File: src/rtl/fifo_shift_delay_pkg.sv
// Shared constants and types for the shift-register delay line.
// Latency: n/a (declarations only).
// Backpressure: n/a; the delay line has no handshake.
package fifo_shift_delay_pkg;

   localparam int FIFO_WIDTH_DEFAULT = 8;
   localparam int FIFO_DEPTH_DEFAULT = 4;

   typedef logic [FIFO_WIDTH_DEFAULT-1:0] data_t;

endpackage : fifo_shift_delay_pkg

File: src/rtl/fifo_shift_stage.sv
// One register stage of the delay line, with a synchronous active-low clear and a load enable.
// Latency: 1 enabled clock from d to q.
// Backpressure: none; en low holds the stored word. Ports: clk, clr_n, en, d -> q.
module fifo_shift_stage
   import fifo_shift_delay_pkg::*;
#(
   parameter int WIDTH = FIFO_WIDTH_DEFAULT
) (
   input  logic             clk,
   input  logic             clr_n,
   input  logic             en,
   input  logic [WIDTH-1:0] d,
   output logic [WIDTH-1:0] q
);

   // Clear has priority over the enable, so a reset mid-stream always empties the stage.
   always_ff @(posedge clk) begin
      if (!clr_n) begin
         q <= '0;
      end else if (en) begin
         q <= d;
      end
   end

endmodule : fifo_shift_stage

File: src/rtl/fifo_shift_delay.sv
// Fixed-length shift-register delay line; OUT_W is the word pushed in DEPTH enabled edges earlier.
// Latency: DEPTH enabled CLK edges from SHIN to OUT_W; disabled edges do not count.
// Backpressure: none; EN low freezes every stage. Ports: CLK, aclr_n (sync, low), EN, SHIN -> OUT_W.
module fifo_shift_delay
   import fifo_shift_delay_pkg::*;
#(
   parameter int WIDTH = FIFO_WIDTH_DEFAULT,
   parameter int DEPTH = FIFO_DEPTH_DEFAULT
) (
   input  logic             CLK,
   input  logic             aclr_n,
   input  logic             EN,
   input  logic [WIDTH-1:0] SHIN,
   output logic [WIDTH-1:0] OUT_W
);

   if (DEPTH < 1 || WIDTH < 1) begin : g_bad_param
      $error("fifo_shift_delay: DEPTH and WIDTH must both be at least 1");
   end

   logic [WIDTH-1:0] stage_q [DEPTH];

   // Stage 0 takes SHIN, every later stage takes its predecessor; all share one enable
   // so the whole line advances or holds as a unit.
   for (genvar i = 0; i < DEPTH; i++) begin : g_stage
      logic [WIDTH-1:0] stage_d;

      if (i == 0) begin : g_head
         assign stage_d = SHIN;
      end else begin : g_link
         assign stage_d = stage_q[i-1];
      end

      fifo_shift_stage #(
         .WIDTH (WIDTH)
      ) u_stage (
         .clk   (CLK),
         .clr_n (aclr_n),
         .en    (EN),
         .d     (stage_d),
         .q     (stage_q[i])
      );
   end

   // Straight from the last register: no combinational path from SHIN or EN.
   assign OUT_W = stage_q[DEPTH-1];

endmodule : fifo_shift_delay

File: config.mk
export PLATFORM = sky130hd
export DESIGN_NAME = fifo_shift_delay
export DESIGN_NICKNAME = d
export VERILOG_FILES = /design/src/rtl/fifo_shift_delay_pkg.sv /design/src/rtl/fifo_shift_stage.sv /design/src/rtl/fifo_shift_delay.sv
export SDC_FILE = /design/constraint.sdc
export NUM_CORES = 1
export LEC_CHECK = 0
export BUFFER_PORTS_ARGS = -buffer_cell sky130_fd_sc_hd__buf_2
export CAP_MARGIN = 40
export CELL_PAD_IN_SITES_DETAIL_PLACEMENT = 0
export CELL_PAD_IN_SITES_GLOBAL_PLACEMENT = 1
export CORE_ASPECT_RATIO = 1.4
export CORE_UTILIZATION = 39
export DETAILED_ROUTE_END_ITERATION = 6
export PLACE_DENSITY_LB_ADDON = 0.1
export SLEW_MARGIN = 20
export SYNTH_ARGS = -nofsm -noshare
export SYNTH_HDL_FRONTEND = slang
export SYNTH_SLANG_ARGS = --single-unit
File: constraint.sdc
create_clock -name CLK -period 0.8 [get_ports CLK]
set_input_delay 0.08 -clock CLK [delete_from_list [all_inputs] [get_ports CLK]]
set_output_delay 0.08 -clock CLK [all_outputs]
set_load 0.01 [all_outputs]
---- Yosys cells after proc, flatten, opt, wreduce, memory -nomap -nowiden ----
Cells that the tools add are included.
W data, S select, Z words.
storage, ports and cells
  bits in registers ....................... 32
  output and inout port bits .............. 8
  word-level logic and storage cells ...... 4

---- Longest topological paths before layout ----
Gate-level depths: netlist of run 1.
  depth in word-level cells ............... 0
  depth in mapped cells ................... 4

---- Hierarchy ----
From an unflattened synthesis of run 1, not the netlist that was laid out.
unflattened totals
  cells, all modules ...................... 100
  area, all modules ....................... 1206.2 um2
by module, submodules not included
  module            times used  cells an instance  area an instance (um2)  sequential area each (um2)
  fifo_shift_stage  4           25                 301.5                   160.2

---- Worst setup path after synthesis of run 1 ----
No wires, ideal clock.
  kind .................................... input to register
  start point ............................. input port EN
  end point ............................... register g_stage[0].u_stage.q[0]
  arrival time ............................ 0.552 ns
  setup slack ............................. 0.132 ns
  stages .................................. 4
  buffers on the path ..................... 2
  path through ............................ buf_6 -> buf_12 -> mux2i_1 -> nor2b_1
RTL lines
  what                    line                    source
  start: declaration      fifo_shift_delay.sv:12  input logic EN,
  end signal: assignment  fifo_shift_stage.sv:19  q <= '0;
  end signal: assignment  fifo_shift_stage.sv:21  q <= d;
  end: declaration        fifo_shift_stage.sv:13  output logic [WIDTH-1:0] q

---- Final worst setup path of run 1 ----
  start point ............................. register g_stage[3].u_stage.q[2]
  end point ............................... output port OUT_W[2]
RTL lines
  what                      line                    source
  start: declaration        fifo_shift_stage.sv:13
  start signal: assignment  fifo_shift_stage.sv:19
  start signal: assignment  fifo_shift_stage.sv:21
  end: declaration          fifo_shift_delay.sv:14  output logic [WIDTH-1:0] OUT_W
No word-level cell between the ends.

==> impl_summary.log, run 1 <==
[metrics] total nets after synthesis: ~110
[metrics] setup-violating endpoint count in the final report: 0
[metrics] total congestion overflow after global routing: 0
[metrics] core region area: between 0.002 and 0.003 mm^2
[metrics] clock buffers created by TritonCTS: 5
[metrics] YS warnings: 0
[metrics] worst supply voltage drop on vdd: 1.41 mV
[metrics] synthesized area per cell: around 12 um^2
[metrics] maximum number of pins on one net before global-route repair: 33
[metrics] Setup Total Neg Slack: 0 ps
[metrics] number of gates resized after cts: 16
[metrics] Core Rows: 23
[metrics] number of max-cap violations: 0
[metrics] number of H-tree levels: 2
[metrics] Initial Utilization: about 42%
[metrics] Critical Setup Path Class: register to output port
[metrics] setup slack of the worst register-to-register path: between 150 and 200 ps
[metrics] fraction of the core area covered by cells at the end of the flow: about 52%
[metrics] total of hold buffers inserted after clock tree synthesis: 0
[metrics] class of the tightest hold or removal check: input port to register
[metrics] placer congestion estimate: roughly 0.65
[metrics] count of distinct cell types in the synthesized netlist: 6
[metrics] start of the worst register-to-register path: g_stage[2].u_stage.q[1]
[metrics] result of the run: completed
[metrics] worst hold path startpoint: SHIN[1]
[metrics] residual DRC count: 0
[metrics] critical path buffer and inverter count: 1
[metrics] antenna-violating nets left: 0
[metrics] sinks on the clock net: 32
[metrics] total power density per cell area: 2060 mW/mm^2
[metrics] number of antenna violations at the first check in global routing: 0
[metrics] insertion delay to the later sink of the worst-skew pair: around 270 ps
[metrics] most flop-heavy register: g_stage.u_stage.q
[metrics] unrepaired setup endpoints after global routing: true
[metrics] transition time at the pin with the least slew margin: around 130 ps
[metrics] Critical Path Start Type: register
[metrics] average wire per cell in the routed design: around 11 um
[metrics] via count of the first global-routing pass: 744
[metrics] fin crit share: about 98%
[metrics] Die Outline Area: ~0.0034 mm^2
[metrics] number of pins with negative max-slew slack in the final report: 0
[metrics] Tot GR Track Use: between 10% and 20%
[metrics] cell type of the slowest stage on the worst timing path: sky130_fd_sc_hd__dfxtp_2
[metrics] ports placed on the boundary: 19
[metrics] share of final-layout standard cells stronger than drive strength 1: roughly 29%
[metrics] worst slew slack as a fraction of its limit: between 90% and 100%
[metrics] Leakage Power: roughly 0.65 nW
[metrics] n_diodes: 0
[metrics] TritonCTS clock tree: yes
[metrics] Critical Path Sink Type: output port
[metrics] final setup skew: ~4.5 ps
[metrics] clock root buffer: sky130_fd_sc_hd__clkbuf_8
[metrics] biggest regs: g_stage.u_stage.q: 32 flops
[metrics] per-cell via count in the routed design: between 4 and 5
[metrics] ordered cell list for the critical path: buf_6
[metrics] final period demand of the worst path: slightly below 800 ps
[metrics] number of instances in the synthesized netlist: slightly above 100
[metrics] Die X: approximately 50 um
[metrics] required time worst endpoint: 720 ps
[metrics] total standard cell area after synthesis: between 0.001 and 0.0015 mm^2
[metrics] Largest register FFs: 32
[metrics] final worst-path setup slack: ~14 ps
[metrics] terminus of the critical flop-to-flop path: g_stage[3].u_stage.q[1]
[metrics] Synth Register Bits: 32
[metrics] post-place setup slack: around 12 ps
[metrics] layout overhead on the synthesized area: 21.8%
[metrics] logic depth of the worst setup path including buffers: 1
[metrics] timing startpoint of the critical path: g_stage[3].u_stage.q[2]
[metrics] maximum count of clock buffers along a single path: 2
[metrics] iteration-0 DRC count of the detailed router: 11
[metrics] sequential share of the synthesized area: ~50%
[metrics] chip height: 68.8 um
[metrics] maximum clock frequency: about 1.3 GHz
[metrics] cell depth of the worst hold path: 3
[metrics] Register-to-Register Path Depth: 2
[metrics] Crit path max-delay family: flip-flops
[metrics] number of port buffers: 18
[metrics] Pre-antenna DRT Iters: 2
[metrics] overall via count from detail_route: approximately 740
[metrics] Data arrival, critical path: roughly 700 ps
[metrics] highest net fanout along the worst path: 2
[metrics] global-route wire length before repair: 3140 um
[metrics] overall power of the completed layout: about 3.1 mW
[metrics] end point of the worst hold path: g_stage[0].u_stage.q[1]
[metrics] total length of routed wires: about 1700 um
[metrics] longest individual stage delay on the worst path: 320 ps
[metrics] number of setup buffers added after CTS: 0
[metrics] total number of nets in the final design: 136
[metrics] number of endpoints with negative hold slack in the final report: 0
[metrics] post-CTS clock slew at the launch and capture registers of the worst setup and hold paths: roughly 60 ps
==> cell usage in the layout, fill, tap and decap left out <==
cell type,synthesis,routed
sky130_fd_sc_hd__mux2i_1,32,32
sky130_fd_sc_hd__nor2b_1,32,32
sky130_fd_sc_hd__dfxtp_1,32,24
sky130_fd_sc_hd__buf_2,0,10
sky130_fd_sc_hd__dfxtp_2,0,8
sky130_fd_sc_hd__buf_6,1,8
sky130_fd_sc_hd__clkbuf_8,0,6
sky130_fd_sc_hd__buf_12,3,3
sky130_fd_sc_hd__clkbuf_1,3,2
sky130_fd_sc_hd__buf_4,0,1
==> cells by family after synthesis <==
family                 count (synthesis)  synth area share [%]
AND/OR/NAND/NOR                       32                  16.1
multiplexers                          32                  25.8
buffers and inverters                  7                  6.64
flip-flops                            32                  51.5
==> layout make-up <==
class	instances	area, um^2
Multi-Input combinational cell	64	520
Clock buffer	8	90.1
Sequential cell	32	651
Fill cell	285	1420
Timing Repair Buffer	22	208
Tap cell	37	46.3
==> worst max-delay path by stage <==
stage	slack, ps	endpoint
after floorplan	130	g_stage[0].u_stage.q[0]
after global placement	20	g_stage[2].u_stage.q[0]
after detailed placement	10	g_stage[2].u_stage.q[7]
after CTS	3	OUT_W[7]
after global routing	-20	OUT_W[3]
final	10	OUT_W[2]
==> per-layer routing <==
metal  track usage (%)  routed length (um)  vias up
met5                 0                   0        -
met4              9.64                  42        0
met3              4.61                  64        5
met2              20.9                 827       13
met1              13.1                 783      337
li1                  -                   -      382
==> through the flow <==
step | cells | hold WS, ps | instance area [um^2]
2_1_floorplan | 103 | 208 | 1240
3_3_place_gp | 155 | 339 | 1370
3_5_place_dp | 155 | 343 | 1370
4_1_cts | 163 | 58.9 | 1520
5_1_grt | 163 | 68.1 | 1520
6_report | 163 | 65.6 | 1520
==> Yosys cell counts, drive strengths merged <==
cell type	n	area, um^2
dfxtp	32	641
nor2b	32	200
mux2i	32	320
clkbuf	3	11.3
buf	4	71.3
==> power by group <==
| group | switching, mW | internal, mW |
|---|---|---|
| combinational | 0.0957 | 0.140 |
| clock | 0.523 | 0.700 |
| sequential | 0.0228 | 1.64 |
| total | 0.642 | 2.48 |
==> tightest hold or removal path: cells and delay by family <==
family	cells	cell delay [ps]
buffers and inverters	1	70
and+or+nand+nor	1	90
muxes	1	50
No activity file was read; power rests on OpenSTA's default activity.
==> inputs of run 2 (changes only) <==
Settings changed: CORE_MARGIN set to 2.
==> run 2 against run 1 <==
  * Combinational power barely moved
  * Hold slack got worse by 7.1 ps
  * Cell count rose by 3.1%
  * Sequential power barely moved
  * Critical endpoint is now OUT_W[0]
  * Highest routed layer unchanged
==> impl_summary.log, run 2 (same netlist as run 1, synthesis figures left out) <==
[metrics] result of the run: completed
[metrics] timing startpoint of the critical path: g_stage[3].u_stage.q[0]
[metrics] worst supply voltage drop on vdd: 1.57 mV (+11%)
[metrics] class of the tightest hold or removal check: input port to register
[metrics] Critical Setup Path Class: register to output port
[metrics] chip height: 70.8 um (+2.9%)
[metrics] final-layout fill cell count: 300 (+5.3%)
[metrics] total of hold buffers inserted after clock tree synthesis: 0 (unchanged)
[metrics] number of max-cap violations: 0 (unchanged)
[metrics] number of port buffers: 18 (unchanged)
[metrics] post-route standard cell area excluding fillers: 0.00154 mm^2 (+1.7%)
[metrics] fin crit share: 99.5% (+1.2 points)
[metrics] Largest register FFs: 32 (unchanged)
[metrics] average wire per cell in the routed design: 10.6 um (+0.19%)
[metrics] fraction of the core area covered by cells at the end of the flow: 49.8% (-1.8 points)
[metrics] Crit path max-delay family: flip-flops
[metrics] via count of the first global-routing pass: 744 (unchanged)
[metrics] antenna-violating nets left: 0 (unchanged)
[metrics] maximum count of clock buffers along a single path: 2 (unchanged)
[metrics] per-cell via count in the routed design: 4.46 (-1.3%)
[metrics] longest individual stage delay on the worst path: 330 ps (about the same)
[metrics] placer congestion estimate: 0.643 (-0.92%)
[metrics] unrepaired setup endpoints after global routing: true
[metrics] overall via count from detail_route: 750 (+1.8%)
[metrics] setup-violating endpoint count in the final report: 0 (unchanged)
[metrics] fraction of met2 tracks used by global routing: 19.1% (-1.9 points)
[metrics] instance area after placement: 0.00137 mm^2 (+0.18%)
[metrics] share of final-layout standard cells stronger than drive strength 1: 30.2% (+1.7 points)
[metrics] total number of nets in the final design: 139 (+2.2%)
[metrics] cell type of the slowest stage on the worst timing path: sky130_fd_sc_hd__dfxtp_2
[metrics] clock buffers created by TritonCTS: 5 (unchanged)
[metrics] number of antenna violations at the first check in global routing: 0 (unchanged)
[metrics] total congestion overflow after global routing: 0 (unchanged)
[metrics] clock root buffer: sky130_fd_sc_hd__clkbuf_8
[metrics] post-route worst hold slack: 58.6 ps (-7.05 ps)
[metrics] ordered cell list for the critical path: buf_6
[metrics] layout overhead on the synthesized area: 23.8%
[metrics] Leakage Power: 0.670 nW (+2.5%)
[metrics] transition time at the pin with the least slew margin: 168 ps (+38.8 ps)
[metrics] post-CTS clock slew at the launch and capture registers of the worst setup and hold paths: 60 ps (about the same)
[metrics] most frequent cells in the layout: sky130_fd_sc_hd__mux2i_1, sky130_fd_sc_hd__nor2b_1, sky130_fd_sc_hd__dfxtp_1, sky130_fd_sc_hd__buf_2
[metrics] global-route wire length before repair: 3130 um (-0.22%)
[metrics] Initial Utilization: 40.2% (-2.2 points)
[metrics] Pre-antenna DRT Iters: 3 (+1)
[metrics] required time worst endpoint: 720 ps (about the same)
[metrics] start of the worst register-to-register path: g_stage[3].u_stage.q[5]
[metrics] Die Outline Area: 0.00366 mm^2 (+7.0%)
[metrics] TritonCTS clock tree: yes
[metrics] residual DRC count: 0 (unchanged)
[metrics] met3 global-route usage: 6.54% (+1.9 points)
[metrics] Critical Path Sink Type: output port
[metrics] critical path buffer and inverter count: 1 (unchanged)
[metrics] worst hold path startpoint: SHIN[7]
[metrics] maximum number of pins on one net before global-route repair: 33 (unchanged)
[metrics] biggest regs: g_stage.u_stage.q: 32 flops
[metrics] final period demand of the worst path: 796 ps (+9.35 ps)
[metrics] Critical Path Start Type: register
[metrics] total power density per cell area: 2030 mW/mm^2 (-1.5%)
[metrics] met1 routing resource usage after global routing: 12.1% (-1.0 points)
[metrics] iteration-0 DRC count of the detailed router: 5 (-6)
[metrics] overall power of the completed layout: 3.13 mW (+0.13%)
[metrics] ports placed on the boundary: 19 (unchanged)
[metrics] Setup Total Neg Slack: 0 ps (unchanged)
[metrics] Core Rows: 24 (+4.3%)
[metrics] DP HPWL: 1210 um
[metrics] insertion delay to the later sink of the worst-skew pair: 270 ps (about the same)
[metrics] total length of routed wires: 1770 um (+3.3%)
[metrics] layer with the highest usage: met2
[metrics] number of endpoints with negative hold slack in the final report: 0 (unchanged)
[metrics] final setup skew: 1.53 ps (-2.94 ps)
[metrics] number of H-tree levels: 2 (unchanged)
[metrics] Data arrival, critical path: 720 ps (about the same)
[metrics] maximum clock frequency: 1.26 GHz (-1.2%)
[metrics] number of pins with negative max-slew slack in the final report: 0 (unchanged)
[metrics] most flop-heavy register: g_stage.u_stage.q
[metrics] worst slew slack as a fraction of its limit: 88.5% (-2.7 points)
[metrics] highest net fanout along the worst path: 2 (unchanged)
[metrics] n_diodes: 0 (unchanged)
[metrics] Die X: 51.7 um (+4.0%)
[metrics] core region area: 0.00309 mm^2 (+5.4%)
[metrics] Tot GR Track Use: 12.0% (-0.66 points)
[metrics] sinks on the clock net: 32 (unchanged)
==> run 2: cell count changes in the layout (fill, tap and decap cells not counted), sizes merged <==
cell  delta
buf      +3
==> run 2: routing by layer <==
layer  wire length, um  vias up  part of all wire, %
met5                 0        -                    0
met4                52        0                  2.9
li1                  -      388                    -
met3                96        5                  5.4
met2               875       15                   49
met1               749      342                   42
==> run 2: power breakdown <==
| group | total, mW | switching (mW) | leakage, nW | internal, mW |
|---|---|---|---|---|
| Clock | 1.23 | 0.526 | 0.0455 | 0.700 |
| Sequential | 1.67 | 0.0238 | 0.264 | 1.64 |
| Combinational | 0.237 | 0.0953 | 0.361 | 0.142 |
==> run 2: final cells by class <==
| class | instances | area (um^2) | area share, % |
|---|---|---|---|
| clock buffers | 8 | 90.1 | 5.85 |
| multi-input cells | 64 | 520 | 33.8 |
| flip-flops and latches | 32 | 651 | 42.2 |
| well taps | 39 | 48.8 | 3.17 |
| repair buffers | 25 | 230 | 14.9 |
==> run 2: worst paths after layout <==
kind	to	slack, ps	cells after the start
min reg2reg	g_stage[1].u_stage.q[7]	520	2
max	OUT_W[0]	4	1
min	g_stage[0].u_stage.q[7]	60	3
max reg2reg	g_stage[3].u_stage.q[5]	80	3
==> run 2: stage by stage <==
step           cells  setup WS (ps)
4_1_cts          167          -6.72
3_5_place_dp     157         -0.324
6_report         168           4.37
5_1_grt          168          -34.1
2_1_floorplan    103            132
3_3_place_gp     157           14.3
==> run 2: timing repair <==
item	CTS	global route
pin swaps	0	0
gates resized for setup	16	0
endpoints found under the setup margin	8	8
setup buffers	2	1
==> inputs of run 3 (changes only) <==
Settings changed: CORE_UTILIZATION 39 to 40.
Clock period 0.8 ns to 0.84 ns, I/O delays scaled along.
==> run 3 against run 2 <==
  * Combinational power decreased by 8%
  * Register-to-register slack improved by 140 ps
  * Clock power decreased by 6%
  * Largest power group unchanged
  * Highest routed layer unchanged
==> impl_summary.log, run 3 (same netlist as run 1, synthesis figures left out) <==
[metrics] result of the run: completed
[metrics] Leakage Power: 0.645 nW (-3.8%)
[metrics] clock root buffer: sky130_fd_sc_hd__clkbuf_8
[metrics] Critical Path Start Type: register
[metrics] class of the tightest hold or removal check: input port to register
[metrics] critical path buffer and inverter count: 1 (unchanged)
[metrics] Initial Utilization: 42.8% (+2.6 points)
[metrics] number of H-tree levels: 2 (unchanged)
[metrics] Register-to-Register Path Depth: 2 (-1)
[metrics] highest net fanout along the worst path: 2 (unchanged)
[metrics] setup-violating endpoint count in the final report: 0 (unchanged)
[metrics] clock buffers created by TritonCTS: 5 (unchanged)
[metrics] overall via count from detail_route: 724 (-3.5%)
[metrics] Critical Path Sink Type: output port
[metrics] via count of the first global-routing pass: 713 (-4.2%)
[metrics] final setup skew: 1.93 ps (+0.400 ps)
[metrics] end point of the worst hold path: g_stage[0].u_stage.q[3]
[metrics] terminus of the critical flop-to-flop path: g_stage[3].u_stage.q[1]
[metrics] post-CTS clock slew at the launch and capture registers of the worst setup and hold paths: 60 ps (about the same)
[metrics] maximum count of clock buffers along a single path: 2 (unchanged)
[metrics] final-layout fill cell count: 278 (-7.3%)
[metrics] Die X: 51.1 um (-1.2%)
[metrics] global-route wire length before repair: 3060 um (-2.2%)
[metrics] core region area: 0.00291 mm^2 (-6.0%)
[metrics] iteration-0 DRC count of the detailed router: 10 (+5)
[metrics] cell type of the slowest stage on the worst timing path: sky130_fd_sc_hd__dfxtp_1
[metrics] cell depth of the worst hold path: 3 (unchanged)
[metrics] total power density per cell area: 2030 mW/mm^2 (-0.13%)
[metrics] antenna-violating nets left: 0 (unchanged)
[metrics] per-cell via count in the routed design: 4.47 (+0.11%)
[metrics] Critical Setup Path Class: register to output port
[metrics] Setup Total Neg Slack: 0 ps (unchanged)
[metrics] longest individual stage delay on the worst path: 320 ps (about the same)
[metrics] total instance count after detailed placement: 154 (-1.9%)
[metrics] Largest register FFs: 32 (unchanged)
[metrics] unrepaired setup endpoints after global routing: false
[metrics] overall power of the completed layout: 2.97 mW (-5.2%)
[metrics] most frequent cells in the layout: sky130_fd_sc_hd__mux2i_1, sky130_fd_sc_hd__nor2b_1, sky130_fd_sc_hd__dfxtp_1, sky130_fd_sc_hd__buf_2, sky130_fd_sc_hd__dfxtp_2
[metrics] number of endpoints with negative hold slack in the final report: 0 (unchanged)
[metrics] chip height: 70.0 um (-1.2%)
[metrics] worst slew slack as a fraction of its limit: 91.5% (+3.1 points)
[metrics] required time worst endpoint: 760 ps (+40 ps)
[metrics] instance area after placement: 0.00136 mm^2 (-0.73%)
[metrics] final period demand of the worst path: about 810 ps
[metrics] Core Rows: 23 (-4.2%)
[metrics] n_diodes: 0 (unchanged)
[metrics] total of hold buffers inserted after clock tree synthesis: 0 (unchanged)
[metrics] setup slack of the worst register-to-register path: 220 ps (+140 ps)
[metrics] worst hold path startpoint: SHIN[3]
[metrics] fin crit share: a little over nine tenths
[metrics] number of max-cap violations: 0 (unchanged)
[metrics] DP HPWL: 1190 um (-1.7%)
[metrics] maximum number of pins on one net before global-route repair: 33 (unchanged)
[metrics] worst supply voltage drop on vdd: 1.35 mV (-14%)
[metrics] number of antenna violations at the first check in global routing: 0 (unchanged)
[metrics] transition time at the pin with the least slew margin: 123 ps (-45.1 ps)
[metrics] layout overhead on the synthesized area: 17.6%
[metrics] total congestion overflow after global routing: 0 (unchanged)
[metrics] Non-Filler Instances: 162 (-3.6%)
[metrics] share of final-layout standard cells stronger than drive strength 1: 27.2% (-3.0 points)
[metrics] post-route standard cell area excluding fillers: 0.00146 mm^2 (-5.0%)
[metrics] insertion delay to the later sink of the worst-skew pair: 270 ps (about the same)
[metrics] TritonCTS clock tree: yes
[metrics] Sequential cell area: 649 um^2 (-0.19%)
[metrics] residual DRC count: 0 (unchanged)
[metrics] average wire per cell in the routed design: 10.8 um (+2.3%)
[metrics] Data arrival, critical path: 720 ps (about the same)
[metrics] maximum clock frequency: 1.24 GHz
[metrics] Tot GR Track Use: 11.7% (-0.27 points)
[metrics] most flop-heavy register: g_stage.u_stage.q
[metrics] sinks on the clock net: 32 (unchanged)
[metrics] Crit path max-delay family: flip-flops
[metrics] biggest regs: g_stage.u_stage.q: 32 flops
[metrics] total number of nets in the final design: 135 (-2.9%)
[metrics] Pre-antenna DRT Iters: 2 (-1)
[metrics] area of the multi-input gates: 520 um^2 (unchanged)
[metrics] start of the worst register-to-register path: g_stage[3].u_stage.q[1]
[metrics] post-place setup slack: 47.1 ps (+47.4 ps)
[metrics] ordered cell list for the critical path: buf_2
[metrics] ports placed on the boundary: 19 (unchanged)
[metrics] number of port buffers: 18 (unchanged)
[metrics] placer congestion estimate: 0.630 (-2.0%)
[metrics] total length of routed wires: 1750 um (-1.4%)
[metrics] Die Outline Area: 0.00358 mm^2 (-2.3%)
[metrics] final worst-path setup slack: 33.6 ps (+29.2 ps)
[metrics] number of pins with negative max-slew slack in the final report: 0 (unchanged)
-- run 3: per-stage QoR --
stage	utilization, %	hold slack, ps
finish	50.3	69.5
global route	50.3	89.6
CTS	49.8	60.9
detailed placement	46.7	351
global placement	46.7	342
floorplan	-	212
-- run 3: final cells by class --
cell class	count	area share [%]
sequential	32	44.4
tap	37	3.17
multi-input combinational	64	35.6
timing repair buffer	21	10.7
clock buffer	8	6.16
-- run 3: worst max-delay path by stage --
| stage | start | slack, ps | endpoint | depth (start not counted) |
|---|---|---|---|---|
| after floorplan | EN | 170 | g_stage[0].u_stage.q[0] | 4 |
| after global placement | EN | 70 | g_stage[2].u_stage.q[7] | 4 |
| after detailed placement | EN | 50 | g_stage[1].u_stage.q[7] | 4 |
| after CTS | g_stage[3].u_stage.q[1] | 3 | OUT_W[1] | 1 |
| after global routing | g_stage[3].u_stage.q[0] | 3 | OUT_W[0] | 1 |
| final | g_stage[3].u_stage.q[0] | 30 | OUT_W[0] | 1 |
-- run 3: what timing repair did --
item / CTS / global route
buffers inserted: 0 / 0
setup endpoints to repair: 1 / 7
gates cloned: 0 / 0
resized for setup: 1 / 7
-- run 3: worst register-to-register path: stages, from the launching register on --
cell	delay, ps
sky130_fd_sc_hd__dfxtp_2	330
sky130_fd_sc_hd__mux2i_1	120
sky130_fd_sc_hd__nor2b_1	60
-- run 3: power by group --
group | switching, mW | total (mW) | internal [mW]
registers | 0.0220 | 1.59 | 1.56
clock network | 0.496 | 1.16 | 0.667
logic | 0.0898 | 0.218 | 0.128
total | 0.608 | 2.97 | 2.36
-- run 3: layer usage --
layer	track usage, %	vias up	part of all wire (%)	wire [um]
li1	-	377	-	-
met1	13.0	328	43	756
met2	17.5	14	50	869
met3	3.85	5	4.2	74
met4	9.91	0	2.9	50
met5	0	-	0	0
